[src/rtl/conv_pkg.sv]
// Shared constants, polarity definitions and FSM state type for the binary
// convolution pipeline.
package conv_pkg;

   localparam int NUM_TAPS = 9;    // taps per 3x3 window
   localparam int CNT_W    = 4;    // popcount width, 2^CNT_W > NUM_TAPS
   localparam int ADDR_W   = 12;   // SRAM word address width
   localparam int IDX_W    = 4;    // bit index within an output word
   localparam int WORD_W   = 16;   // SRAM word width, 2^IDX_W

   // A set negative_flag marks a negative product; a set result bit marks
   // a positive-majority window.
   localparam logic NEG     = 1'b1;
   localparam logic POS_BIT = 1'b1;

   typedef enum logic [1:0] {
      IDLE  = 2'd0,
      RUN   = 2'd1,
      FLUSH = 2'd2,
      DONE  = 2'd3
   } state_t;

endpackage

[src/rtl/popcount_sign.sv]
// Combinational popcount of negative flags followed by a majority compare.
// A window is positive only when strictly fewer than half of its taps are
// negative, so a tie (even tap counts) resolves to the negative bit.
module popcount_sign
   import conv_pkg::*;
#(
   parameter int P_TAPS  = 9,
   parameter int P_CNT_W = 4
) (
   input  logic [P_TAPS-1:0] i_flags,
   output logic              o_result
);

   logic [P_CNT_W-1:0] w_neg_cnt;
   logic [P_CNT_W:0]   w_twice;

   // Count negative taps, then compare twice the count against the tap total.
   always_comb begin
      w_neg_cnt = '0;
      for (int i = 0; i < P_TAPS; i++) begin
         w_neg_cnt = w_neg_cnt + P_CNT_W'(i_flags[i] == NEG);
      end
      w_twice  = {w_neg_cnt, 1'b0};
      o_result = (w_twice < (P_CNT_W + 1)'(P_TAPS)) ? POS_BIT : ~POS_BIT;
   end

endmodule

[src/rtl/conv_result_writer.sv]
// Terminal stage of the binary convolution chain: turns each window's
// negative flags into a majority sign bit, packs bits into SRAM words and
// issues one-cycle write strobes. done marks the end of a layer.
module conv_result_writer
   import conv_pkg::*;
#(
   parameter int P_TAPS   = conv_pkg::NUM_TAPS,
   parameter int P_CNT_W  = conv_pkg::CNT_W,
   parameter int P_ADDR_W = conv_pkg::ADDR_W,
   parameter int P_IDX_W  = conv_pkg::IDX_W,
   parameter int P_WORD_W = conv_pkg::WORD_W
) (
   input  logic                i_clk,
   input  logic                i_rst_n,
   input  logic                i_go,
   input  logic                i_valid_in,
   input  logic [P_TAPS-1:0]   i_negative_flags,
   input  logic [P_ADDR_W-1:0] i_write_addr_in,
   input  logic [P_IDX_W-1:0]  i_idx_in,
   input  logic                i_last_in,
   output logic                o_sram_write_enable,
   output logic [P_ADDR_W-1:0] o_sram_write_address,
   output logic [P_WORD_W-1:0] o_sram_write_data,
   output logic                o_done
);

   state_t                r_state;
   state_t                w_state_next;

   logic                  w_result;
   logic                  w_accept;

   logic                  r_s1_valid;
   logic                  r_s1_result;
   logic                  r_s1_last;
   logic [P_ADDR_W-1:0]   r_s1_addr;
   logic [P_IDX_W-1:0]    r_s1_idx;

   logic [P_WORD_W-1:0]   r_pack;
   logic [P_WORD_W-1:0]   w_merged;
   logic                  w_flush;

   logic                  r_we;
   logic [P_ADDR_W-1:0]   r_waddr;
   logic [P_WORD_W-1:0]   r_wdata;

   popcount_sign #(
      .P_TAPS  (P_TAPS),
      .P_CNT_W (P_CNT_W)
   ) u_popcount_sign (
      .i_flags  (i_negative_flags),
      .o_result (w_result)
   );

   // Beats count only while running; once the last beat is in stage 1 the
   // layer is closed and later beats are dropped.
   assign w_accept = i_go && (r_state == RUN) && i_valid_in
                     && !(r_s1_valid && r_s1_last);

   // Stage 1: register the sign bit with its address, index and last tag.
   always_ff @(posedge i_clk or negedge i_rst_n) begin
      if (!i_rst_n) begin
         r_s1_valid  <= 1'b0;
         r_s1_result <= 1'b0;
         r_s1_last   <= 1'b0;
         r_s1_addr   <= '0;
         r_s1_idx    <= '0;
      end else begin
         r_s1_valid  <= w_accept;
         r_s1_result <= w_result;
         r_s1_last   <= i_last_in;
         r_s1_addr   <= i_write_addr_in;
         r_s1_idx    <= i_idx_in;
      end
   end

   // Merge the stage-1 bit into the pack buffer and decide whether this
   // beat closes the word.
   always_comb begin
      w_merged           = r_pack;
      w_merged[r_s1_idx] = r_s1_result;
      w_flush            = r_s1_valid
                           && ((r_s1_idx == P_IDX_W'(P_WORD_W - 1)) || r_s1_last);
   end

   // Stage 2: pack bits, emit a one-cycle write on flush, clear on go low.
   always_ff @(posedge i_clk or negedge i_rst_n) begin
      if (!i_rst_n) begin
         r_pack  <= '0;
         r_we    <= 1'b0;
         r_waddr <= '0;
         r_wdata <= '0;
      end else if (!i_go) begin
         r_pack  <= '0;
         r_we    <= 1'b0;
      end else if (w_flush) begin
         r_pack  <= '0;
         r_we    <= 1'b1;
         r_waddr <= r_s1_addr;
         r_wdata <= w_merged;
      end else begin
         r_we    <= 1'b0;
         if (r_s1_valid) begin
            r_pack <= w_merged;
         end
      end
   end

   // FSM state register.
   always_ff @(posedge i_clk or negedge i_rst_n) begin
      if (!i_rst_n) begin
         r_state <= IDLE;
      end else begin
         r_state <= w_state_next;
      end
   end

   // FSM next state and done output. FLUSH lasts exactly the strobe cycle,
   // since the strobe is registered on the same edge that enters FLUSH.
   always_comb begin
      w_state_next = r_state;
      o_done       = 1'b0;
      if (!i_go) begin
         w_state_next = IDLE;
      end else begin
         case (r_state)
            IDLE:    w_state_next = RUN;
            RUN:     if (r_s1_valid && r_s1_last) w_state_next = FLUSH;
            FLUSH:   w_state_next = DONE;
            DONE:    w_state_next = DONE;
            default: w_state_next = IDLE;
         endcase
      end
      if (r_state == DONE) begin
         o_done = 1'b1;
      end
   end

   assign o_sram_write_enable  = r_we;
   assign o_sram_write_address = r_waddr;
   assign o_sram_write_data    = r_wdata;

endmodule

[config.mk]
export PLATFORM = sky130hd
export DESIGN_NAME = conv_result_writer
export DESIGN_NICKNAME = d
export VERILOG_FILES = /design/src/rtl/conv_pkg.sv /design/src/rtl/popcount_sign.sv /design/src/rtl/conv_result_writer.sv
export SDC_FILE = /design/constraint.sdc
export NUM_CORES = 1
export LEC_CHECK = 0
export ABC_AREA = 1
export BUFFER_PORTS_ARGS = -buffer_cell sky130_fd_sc_hd__buf_2
export CAP_MARGIN = 0
export CORE_ASPECT_RATIO = 1.25
export CORE_MARGIN = 1.5
export CORE_UTILIZATION = 42
export CTS_CLUSTER_DIAMETER = 200
export DETAILED_ROUTE_END_ITERATION = 8
export HOLD_SLACK_MARGIN = 0.12
export PLACE_DENSITY = 0.76
export SYNTH_ARGS = -nofsm -noshare
export SYNTH_HDL_FRONTEND = slang
export SYNTH_HIERARCHICAL = 1
export SYNTH_SLANG_ARGS = --single-unit
[constraint.sdc]
create_clock -name i_clk -period 1.3 [get_ports i_clk]
set_clock_uncertainty 0.2 [all_clocks]
set_input_delay 0.065 -clock i_clk [delete_from_list [all_inputs] [get_ports i_clk]]
set_output_delay 0.065 -clock i_clk [all_outputs]
set_load 0.005 [all_outputs]
Word level (Yosys, flattened, before mapping)

Cells that the tools add are included.

Add/subtract/negate cells: 8
Order comparisons: 3
Eq/ne operators: 6
Muxes and demuxes: 13
Reductions and logical operators: 11

Operators with widths:

| kind                                                                                 | count |
|---|---|
| 16-bit two-way mux                                                                   | 3 |
| 4-bit by 1-bit adder with 4-bit output                                               | 7 |
| 16-bit bitwise mux                                                                   | 1 |
| 1-bit logical AND                                                                    | 6 |
| 2-bit one-hot mux with 3 select lines                                                | 1 |
| 4-bit by 5-bit < comparator with 1-bit output (second input constant)                | 1 |
| 5-bit by 4-bit < comparator with 1-bit output (second input constant)                | 1 |
| 1-bit two-way mux                                                                    | 5 |
| 1-bit demux with 4-bit select                                                        | 1 |
| 2-bit == test (second input constant)                                                | 2 |
| 4-bit == test (second input constant)                                                | 1 |
| 4-bit by 1-bit greater-or-equal comparator with 1-bit output (second input constant) | 1 |
| 2-bit two-way mux                                                                    | 2 |
| 3-bit by 1-bit != test with 1-bit output (second input constant)                     | 1 |
| 3-bit by 2-bit != test with 1-bit output (second input constant)                     | 1 |
| 1-bit by 1-bit adder with 2-bit output                                               | 1 |
| 2-bit by 1-bit == test with 1-bit output (second input constant)                     | 1 |
| 2-bit logical NOT                                                                    | 1 |
| 2-bit AND reduction                                                                  | 1 |
| 2-bit OR reduction                                                                   | 1 |
| 1-bit logical NOT                                                                    | 1 |
| 1-bit logical OR                                                                     | 1 |

Bits in registers: 66
Input port bits: 30
Output and inout port bits: 30
Word-level logic and storage cells: 51

Depth between registers and ports, before layout

Gate-level depths: netlist of run 1.

Word-level depth: 10
Gate-level depth with buffers: 12
Gate-level depth less buffers: 12

Cells and area by module

Netlist of run 1, hierarchy kept.

Modules (own cells, without submodules):

| module             | instances | cells each | area an instance (um2) | seq. area each (um2) |
|---|---|---|---|---|
| conv_result_writer | 1         | 307        | 2,662.6                | 1,651.6 |
| popcount_sign      | 1         | 31         | 221.5                  | 0.0 |

Worst setup path before layout of run 1

Ideal clock, no wire load.

Path kind: input port to flip-flop
Start: input port i_negative_flags[0]
End: register r_s1_result
Library setup time: 0.117 ns
Arrival time: 2.550 ns
Data required time: 0.983 ns
Slack: -1.568 ns
Stages on the path: 10
Path buffers: 0
Cell sequence: inv_1 -> fa_1 -> fa_1 -> fa_1 -> inv_1 -> fa_1 -> inv_1 -> fa_1 -> nand2_1 -> a21oi_2

Word-level cells in the longest chain between the ends: 10

Ends and longest elaborated chain:

| item                                                | line                     | source |
|---|---|---|
| start: declaration                                  | conv_result_writer.sv:17 | `input logic [P_TAPS-1:0] i_negative_flags,` |
| 1-bit by 1-bit adder with 2-bit output              | popcount_sign.sv:21      | `w_neg_cnt = w_neg_cnt + P_CNT_W'(i_flags[i] == NEG);` |
| 4-bit by 1-bit adder with 4-bit output (7 in a row) | popcount_sign.sv:21      |  |
| 5-bit by 4-bit < comparator with 1-bit output       | popcount_sign.sv:24      | `o_result = (w_twice < (P_CNT_W + 1)'(P_TAPS)) ? POS_BIT : ~POS_BIT;` |
| 1-bit two-way mux                                   | popcount_sign.sv:24      |  |
| via w_result                                        | conv_result_writer.sv:30 | `logic w_result;` |
| end signal: assignment                              | conv_result_writer.sv:70 | `r_s1_result <= w_result;` |
| end: declaration                                    | conv_result_writer.sv:34 | `logic r_s1_result;` |

The timed path passes the listed nets, and every way through them passes these cells.
A chain may end at the register's enable or synchronous reset.

Worst setup path in the final report of run 1

Start: input port i_negative_flags[3]
End: register r_s1_result

Word-level cells in the longest chain between the ends: 8

Ends and longest elaborated chain:

| item                                                | line |
|---|---|
| 4-bit by 1-bit adder with 4-bit output (6 in a row) | popcount_sign.sv:21 |
| 5-bit by 4-bit < comparator with 1-bit output       | popcount_sign.sv:24 |
| 1-bit two-way mux                                   | popcount_sign.sv:24 |
| via w_result                                        | conv_result_writer.sv:30 |

The timed path passes the listed nets, and every way through them passes these cells.

==> parameters.txt, run 1 <==
Parameter                              Value

Final layout
  Filler Cells Inserted    427
  Ant diodes    0
  Area delta synth->final    59.26%
  Non-filler instance count after layout    547
  Area of all sequential standard cells    1652 um^2
  Fraction of final layout cells with drive strength greater than 1    0.4630
  Combined area of the multi-input logic cells    1480 um^2
  Number of nets at the end of the flow    492

Detailed routing
  Routed wire per std cell    18.44 um
  Wirelength, routed    10,090 um
  Post-route DRC violation count    0
  Total iterations of the first detailed-routing run    5
  DR iter-0 viols    266
  Vias/cell    5.331
  Count of vias placed by the detailed router    2,916
  Final ANT Viol Nets    0

STA
  Fraction of the cycle the final worst path needs    2.005
  Fin. Hold Viols    1
  Hold_ws    -0.004500 ns
  Achievable frequency    383.7 MHz
  Worst Setup Slack, final    -1.306 ns
  Final setup violating endpoints    46
  Setup repair after global routing missed its margin    yes
  Tightest Pin Transition    0.5844 ns
  Relative slew slack    0.6104
  Final-report max-slew violation count    0
  Time the final worst path needs with I/O delays and setup    2.606 ns

Critical path
  CP arrival    2.65 ns
  Maximum fanout count along the critical path    2
  CP Cell Sequence    buf_6, inv_2, fa_1, fa_1, fa_1, inv_1, fa_2, inv_2, fa_1, nand2_1, a21oi_2
  CP Buf/Inv Count    4
  Slowest-stage cell, CP    fa_1
  WS Path Type    primary input to register
  Beginning of the critical path    i_negative_flags[3]
  CP peak stage delay    0.54 ns
  Data required time at the worst endpoint    1.34 ns
  Reg2Reg Launch Point    r_s1_idx[0]
  CP Capture Type    register
  Cell repeated most along the worst path    fa_1
  Crit path launch type    primary input
  Worst-case register-to-register setup slack    -0.30 ns
  Crit-path leading delay family    adder cells

GRT
  Met2 usage    0.4373
  Number of global-route vias before repair    2,858
  Largest net degree at the start of global routing    67
  Remaining global-route overflow    0
  Most crowded layer after global routing    met2
  Number of antenna violations at the first check in global routing    0
  M3 GR Usage    0.04785
  Wire length of the first global-routing pass    13,590 um
  GR Util met1    0.2619
  Overall Global Routing Usage    0.2436

Yosys
  Count leader, synth    nand2_1
  Biggest area contributors in the synthesized netlist    dfrtp_1, nand2_1, nand3_1, fa_1, inv_1
  Most numerous cell types in the synthesized netlist    nand2_1, dfrtp_1, nand3_1
  Net count after synthesis    375
  Number of flops mapped to enable cells by yosys    0
  Cell area after synthesis    2884 um^2
  Sequential area share after synthesis    0.5727
  Number of synthesized register bits    66
  Primary FF master, synth    dfrtp_1
  Share of flip-flops with an asynchronous set or reset    1.000
  Number of different library cells in the post-synthesis netlist    18
  Synth Warn #    6
  Post-synth top area cell    dfrtp_1
  Gate Count Post-Synth    338
  Post-Syn Area per Cell    8.533 um^2
  Area share of the largest cell type after synthesis    0.5727

Clocking
  Clock tree from TritonCTS    yes
  Post-CTS Hold Fix Bufs    21
  Num Clock Sinks    66
  CTS clock-pin slew for the worst setup and hold paths    0.07 ns
  Clock tree root driver cell    clkbuf_8
  Number of CTS-inserted buffers    9
  Total number of H-tree levels    3
  Clock Path Buffers    2
  Worst-skew pair later-pin latency    0.36 ns

Job
  # Max-Cap Violations    0

Hold path
  Type of the tightest min-delay check    primary input to register
  Launch instance of the worst min-delay path    i_negative_flags[4]

Placement
  Final HPWL DP    4162 um
  Number of placed instances with taps included    495
  Gp weighted congestion    0.7941
  Port bufs    59

Floorplanning
  Die Outline Area    7376 um^2
  Die Span Y    95.65 um
  I/O pin cnt    60
  Std-Cell Core Area    6606 um^2
  Cell row count    33
  Initial core utilization    0.4366
  Die X-Extent    77.12 um

Pwr
  Total power    5.691 mW
  P_leak    2.527 nW
  IR drop worst, VDD    0.9546 mV
  Pwr Density    1239 nW/um^2

Run status
  Violated checks    negative hold slack, negative setup slack
  Run status    complete, but fails checks
-- worst min-delay path: cells and delay by family --
kind | cells | cell delay (ns)
buffers and inverters | 2 | 0.14
AO/OA/AOI/OAI | 1 | 0.05
AND/OR/NAND/NOR | 1 | 0.07
adder cells (fa/ha/maj) | 1 | 0.19
-- cell type report --
class	count	area share
flip-flops and latches	66	0.3596
multi-input cells	235	0.3223
repair buffers	115	0.2177
clock buffers	9	0.02697
clock inverters	7	0.02697
well taps	87	0.02370
inverters	28	0.02288
-- layer usage --
layer  wire length [um]  up-vias
met1               3394     1423
met3                500       56
li1                   -     1262
met5                  0        -
met4                635        0
met2               5555      175
-- logic make-up after synthesis --
logic type / count (synthesis) / share of synthesized area
and+or+nand+nor: 225 / 0.3167
DFF: 66 / 0.5727
buffers and inverters: 37 / 0.05986
adders and majority gates: 7 / 0.04338
AOI/OAI and AO/OA: 3 / 0.007375
-- final timing paths --
path | endpoint | cells after the start
max in group asynchronous | r_s1_last | 4
worst min register to register | r_pack[3] | 2
worst max register to register | o_sram_write_address[9] | 8
min in group asynchronous | r_pack[2] | 4
worst max-delay path | r_s1_result | 11
worst min-delay path | r_s1_result | 5
-- what timing repair did --
| item | in CTS | in global routing |
|---|---|---|
| gates resized for setup | 55 | 95 |
| hold endpoints to repair | 104 | 1 |
| endpoints found under the setup margin | 46 | 112 |
| pin swaps | 17 | 25 |
| cloned | 5 | 1 |
| buffers inserted | 8 | 3 |
-- report_power, final --
part           internal (mW)  total (mW)  switching [mW]
Sequential              2.21        2.46           0.247
Combinational          0.503        1.05           0.542
Clock                   1.29        2.19           0.892
Total                   4.01        5.69            1.68
-- cell usage in the layout, fill, tap and decap left out, drive strengths merged --
| cell type | n |
|---|---|
| bufinv | 3 |
| dlygate4sd3 | 21 |
| inv | 31 |
| ha | 2 |
| buf | 93 |
| nor2 | 14 |
| nand2 | 182 |
| a21oi | 2 |
| nand3 | 29 |
| fa | 5 |
| dfrtp | 66 |
| clkbuf | 10 |
| clkinvlp | 1 |
| o21a | 1 |
-- flip-flops by register name, indices dropped and copies added, names as in the netlist --
register	count
r_s1_last	1
r_s1_valid	1
o_sram_write_enable	1
r_s1_addr	12
r_s1_result	1
r_state	2
r_s1_idx	4
o_sram_write_data	16
o_sram_write_address	12
r_pack	16
-- through the flow --
stage / setup TNS, ns / utilization / setup slack (ns) / hold slack, ns / cell area, um^2
final: -12.53 / 0.6953 / -1.306 / -0.004500 / 4593
after global routing: -14.95 / 0.6953 / -1.344 / 0.01691 / 4593
after CTS: -10.10 / 0.6458 / -1.297 / -0.002590 / 4267
after detailed placement: -7.752 / 0.5163 / -1.715 / -0.08654 / 3411
after global placement: -6.281 / 0.5163 / -1.625 / -0.1007 / 3411
after floorplan: -2.616 / - / -1.532 / -0.4306 / 2890
Note: power is estimated with default switching activity, not from simulation.
==> run 2, diff against run 1 <==
Settings changed: BUFFER_PORTS_ARGS -buffer_cell sky130_fd_sc_hd__buf_2 to default, CELL_PAD_IN_SITES_DETAIL_PLACEMENT from default to 1, CELL_PAD_IN_SITES_GLOBAL_PLACEMENT from default to 2, CORE_UTILIZATION 42 to 33, DONT_BUFFER_PORTS from default to 1, PLACE_DENSITY 0.76 to 0.84, TNS_END_PERCENT from default to 10.
==> parameters.txt, run 2 (synthesis gave the netlist of run 1 again) <==
Parameter                              Value

Final layout
  Area delta synth->final    42.34%
  Combined area of the multi-input logic cells    1227 um^2 (-17%)
  Number of nets at the end of the flow    442 (-10%)
  Non-filler instance count after layout    528 (-3.5%)
  Area of all sequential standard cells    1652 um^2 (unchanged)
  Post-layout util    0.4899 (-0.2053)
  Fraction of final layout cells with drive strength greater than 1    0.2415 (-0.2216)
  Most frequent standard cell in the layout excluding fill and tap cells    nand2_1
  Most frequent cells in the layout    nand2_1, dfrtp_1, dlygate4sd3_1
  Final Cell Area    4105 um^2 (-11%)
  Filler Cells Inserted    953 (+120%)

STA
  Final-report max-slew violation count    0 (unchanged)
  Total negative slack    -7.653 ns (+4.872 ns)
  Relative slew slack    0.6040 (-0.006388)
  Fin. Hold Viols    67 (+66)
  Setup repair after global routing missed its margin    yes
  Hold_ws    -0.8044 ns (-0.7999 ns)
  Tightest Pin Transition    0.5940 ns (+0.009582 ns)
  Time the final worst path needs with I/O delays and setup    2.501 ns (-0.1053 ns)
  Fraction of the cycle the final worst path needs    1.924 (-0.08102)
  Worst Setup Slack, final    -1.201 ns (+0.1053 ns)
  Achievable frequency    399.9 MHz (+4.2%)
  Final setup violating endpoints    46 (unchanged)

Critical path
  CP arrival    2.54 ns (-0.11 ns)
  CP Cell Sequence    inv_8, fa_1, fa_1, fa_1, inv_2, fa_2, inv_2, fa_1, nand2_1, a21oi_2
  CP Buf/Inv Count    3 (-1)
  Crit-path leading delay family    adder cells
  Slowest-stage cell, CP    fa_1
  CP Capture Type    register
  WS Path Type    primary input to register
  Crit path launch type    primary input
  Cell repeated most along the worst path    fa_1
  Data required time at the worst endpoint    1.34 ns (about the same)
  Maximum fanout count along the critical path    2 (unchanged)
  CP peak stage delay    0.55 ns (about the same)

GRT
  Number of antenna violations at the first check in global routing    0 (unchanged)
  M3 GR Usage    0.03911 (-0.008736)
  Most crowded layer after global routing    met2
  Wire length of the first global-routing pass    13,980 um (+2.8%)
  Overall Global Routing Usage    0.2028 (-0.04078)
  Met2 usage    0.3722 (-0.06511)
  Largest net degree at the start of global routing    67 (unchanged)
  Remaining global-route overflow    0 (unchanged)
  Number of global-route vias before repair    2,856 (-0.070%)
  GR Util met1    0.2083 (-0.05356)

Floorplanning
  Die Span Y    107.5 um (+12%)
  Std-Cell Core Area    8379 um^2 (+27%)
  Die X-Extent    86.62 um (+12%)
  Cell row count    37 (+12%)
  Die Outline Area    9313 um^2 (+26%)
  I/O pin cnt    60 (unchanged)
  Initial core utilization    0.3442 (-0.09237)

Clocking
  Worst-skew pair later-pin latency    0.35 ns (about the same)
  Num Clock Sinks    66 (unchanged)
  Total number of H-tree levels    3 (unchanged)
  Clock tree from TritonCTS    yes
  CTS clock-pin slew for the worst setup and hold paths    0.09 ns (+0.02 ns)
  Number of CTS-inserted buffers    9 (unchanged)
  Post-CTS Hold Fix Bufs    36 (+71%)
  Clock tree root driver cell    clkbuf_8
  Clock Path Buffers    2 (unchanged)

Detailed routing
  Wirelength, routed    8619 um (-15%)
  Total iterations of the first detailed-routing run    4 (-1)
  Final ANT Viol Nets    0 (unchanged)
  Vias/cell    4.623 (-13%)
  Post-route DRC violation count    0 (unchanged)
  Routed wire per std cell    16.32 um (-11%)
  DR iter-0 viols    73 (-73%)
  Count of vias placed by the detailed router    2,441 (-16%)

Pwr
  P_leak    2.147 nW (-15%)
  Pwr Density    1202 nW/um^2 (-3.0%)
  Total power    4.935 mW (-13%)
  IR drop worst, VDD    0.6390 mV (-33%)

Placement
  Number of placed instances with taps included    468 (-5.5%)
  Placed inst area    3193 um^2 (-6.4%)
  Final HPWL DP    4605 um (+11%)
  Post-placement setup slack    -1.623 ns (+0.09268 ns)
  Gp weighted congestion    0.8237 (+3.7%)
  Port bufs    0 (-100%)

Job
  # Max-Cap Violations    0 (unchanged)

Run status
  Violated checks    negative hold slack, negative setup slack
  Run status    complete, but fails checks

Hold path
  Type of the tightest min-delay check    primary input to asynchronous set/reset pin
run 2: cell types whose count changed in the layout (fill, tap and decap cells not counted), moves of 2 or more:
cell and delta:
inv_8 +2, nand2_4 -24, buf_8 -2, inv_2 +2, buf_6 -3, inv_1 -4
bufinv_16 -2, nand2_1 +54, buf_2 -58, nand2_2 -30, dlygate4sd3_1 +15, clkinv_4 +2
run 2: final cells by class:
cell class / count / share of cell area
Clock inverter: 7 / 0.01890
Antenna cell: 1 / 0.0006096
Multi-Input combinational cell: 235 / 0.2990
Clock buffer: 9 / 0.03017
Timing Repair Buffer: 65 / 0.1841
Sequential cell: 66 / 0.4023
Tap cell: 117 / 0.03566
Inverter: 28 / 0.02926
run 2: final timing paths:
check	cells past startpoint	slack (ns)	end	start
max in group asynchronous	0	1.59	o_sram_write_data[5]	i_rst_n
min in group i_clk	4	-0.12	r_s1_result	i_negative_flags[4]
worst max register to register	8	-0.28	o_sram_write_data[9]	r_s1_idx[0]
worst max-delay path	10	-1.20	r_s1_result	i_negative_flags[1]
worst min-delay path	0	-0.80	r_s1_addr[8]	i_rst_n
worst min register to register	2	0.28	r_pack[2]	r_pack[2]
run 2: routing by layer:
| layer | wire (um) | vias to the layer above |
|---|---|---|
| met5 | 0 | - |
| met4 | 274 | 0 |
| met3 | 315 | 18 |
| met2 | 4794 | 57 |
| met1 | 3236 | 1204 |
| li1 | - | 1162 |
run 2: where the power goes:
part           internal, mW  switching (mW)  leakage (nW)
Sequential             2.21           0.227         0.860
Combinational         0.348           0.342          1.19
Clock                 0.902           0.903         0.100
Total                  3.46            1.47          2.15
run 2: repair_timing:
action	CTS	global route
pin swaps	26	17
resized for setup	41	31
setup endpoints to repair	46	46
endpoints found under the hold margin	132	67
gates cloned	4	0
buffers inserted	3	3
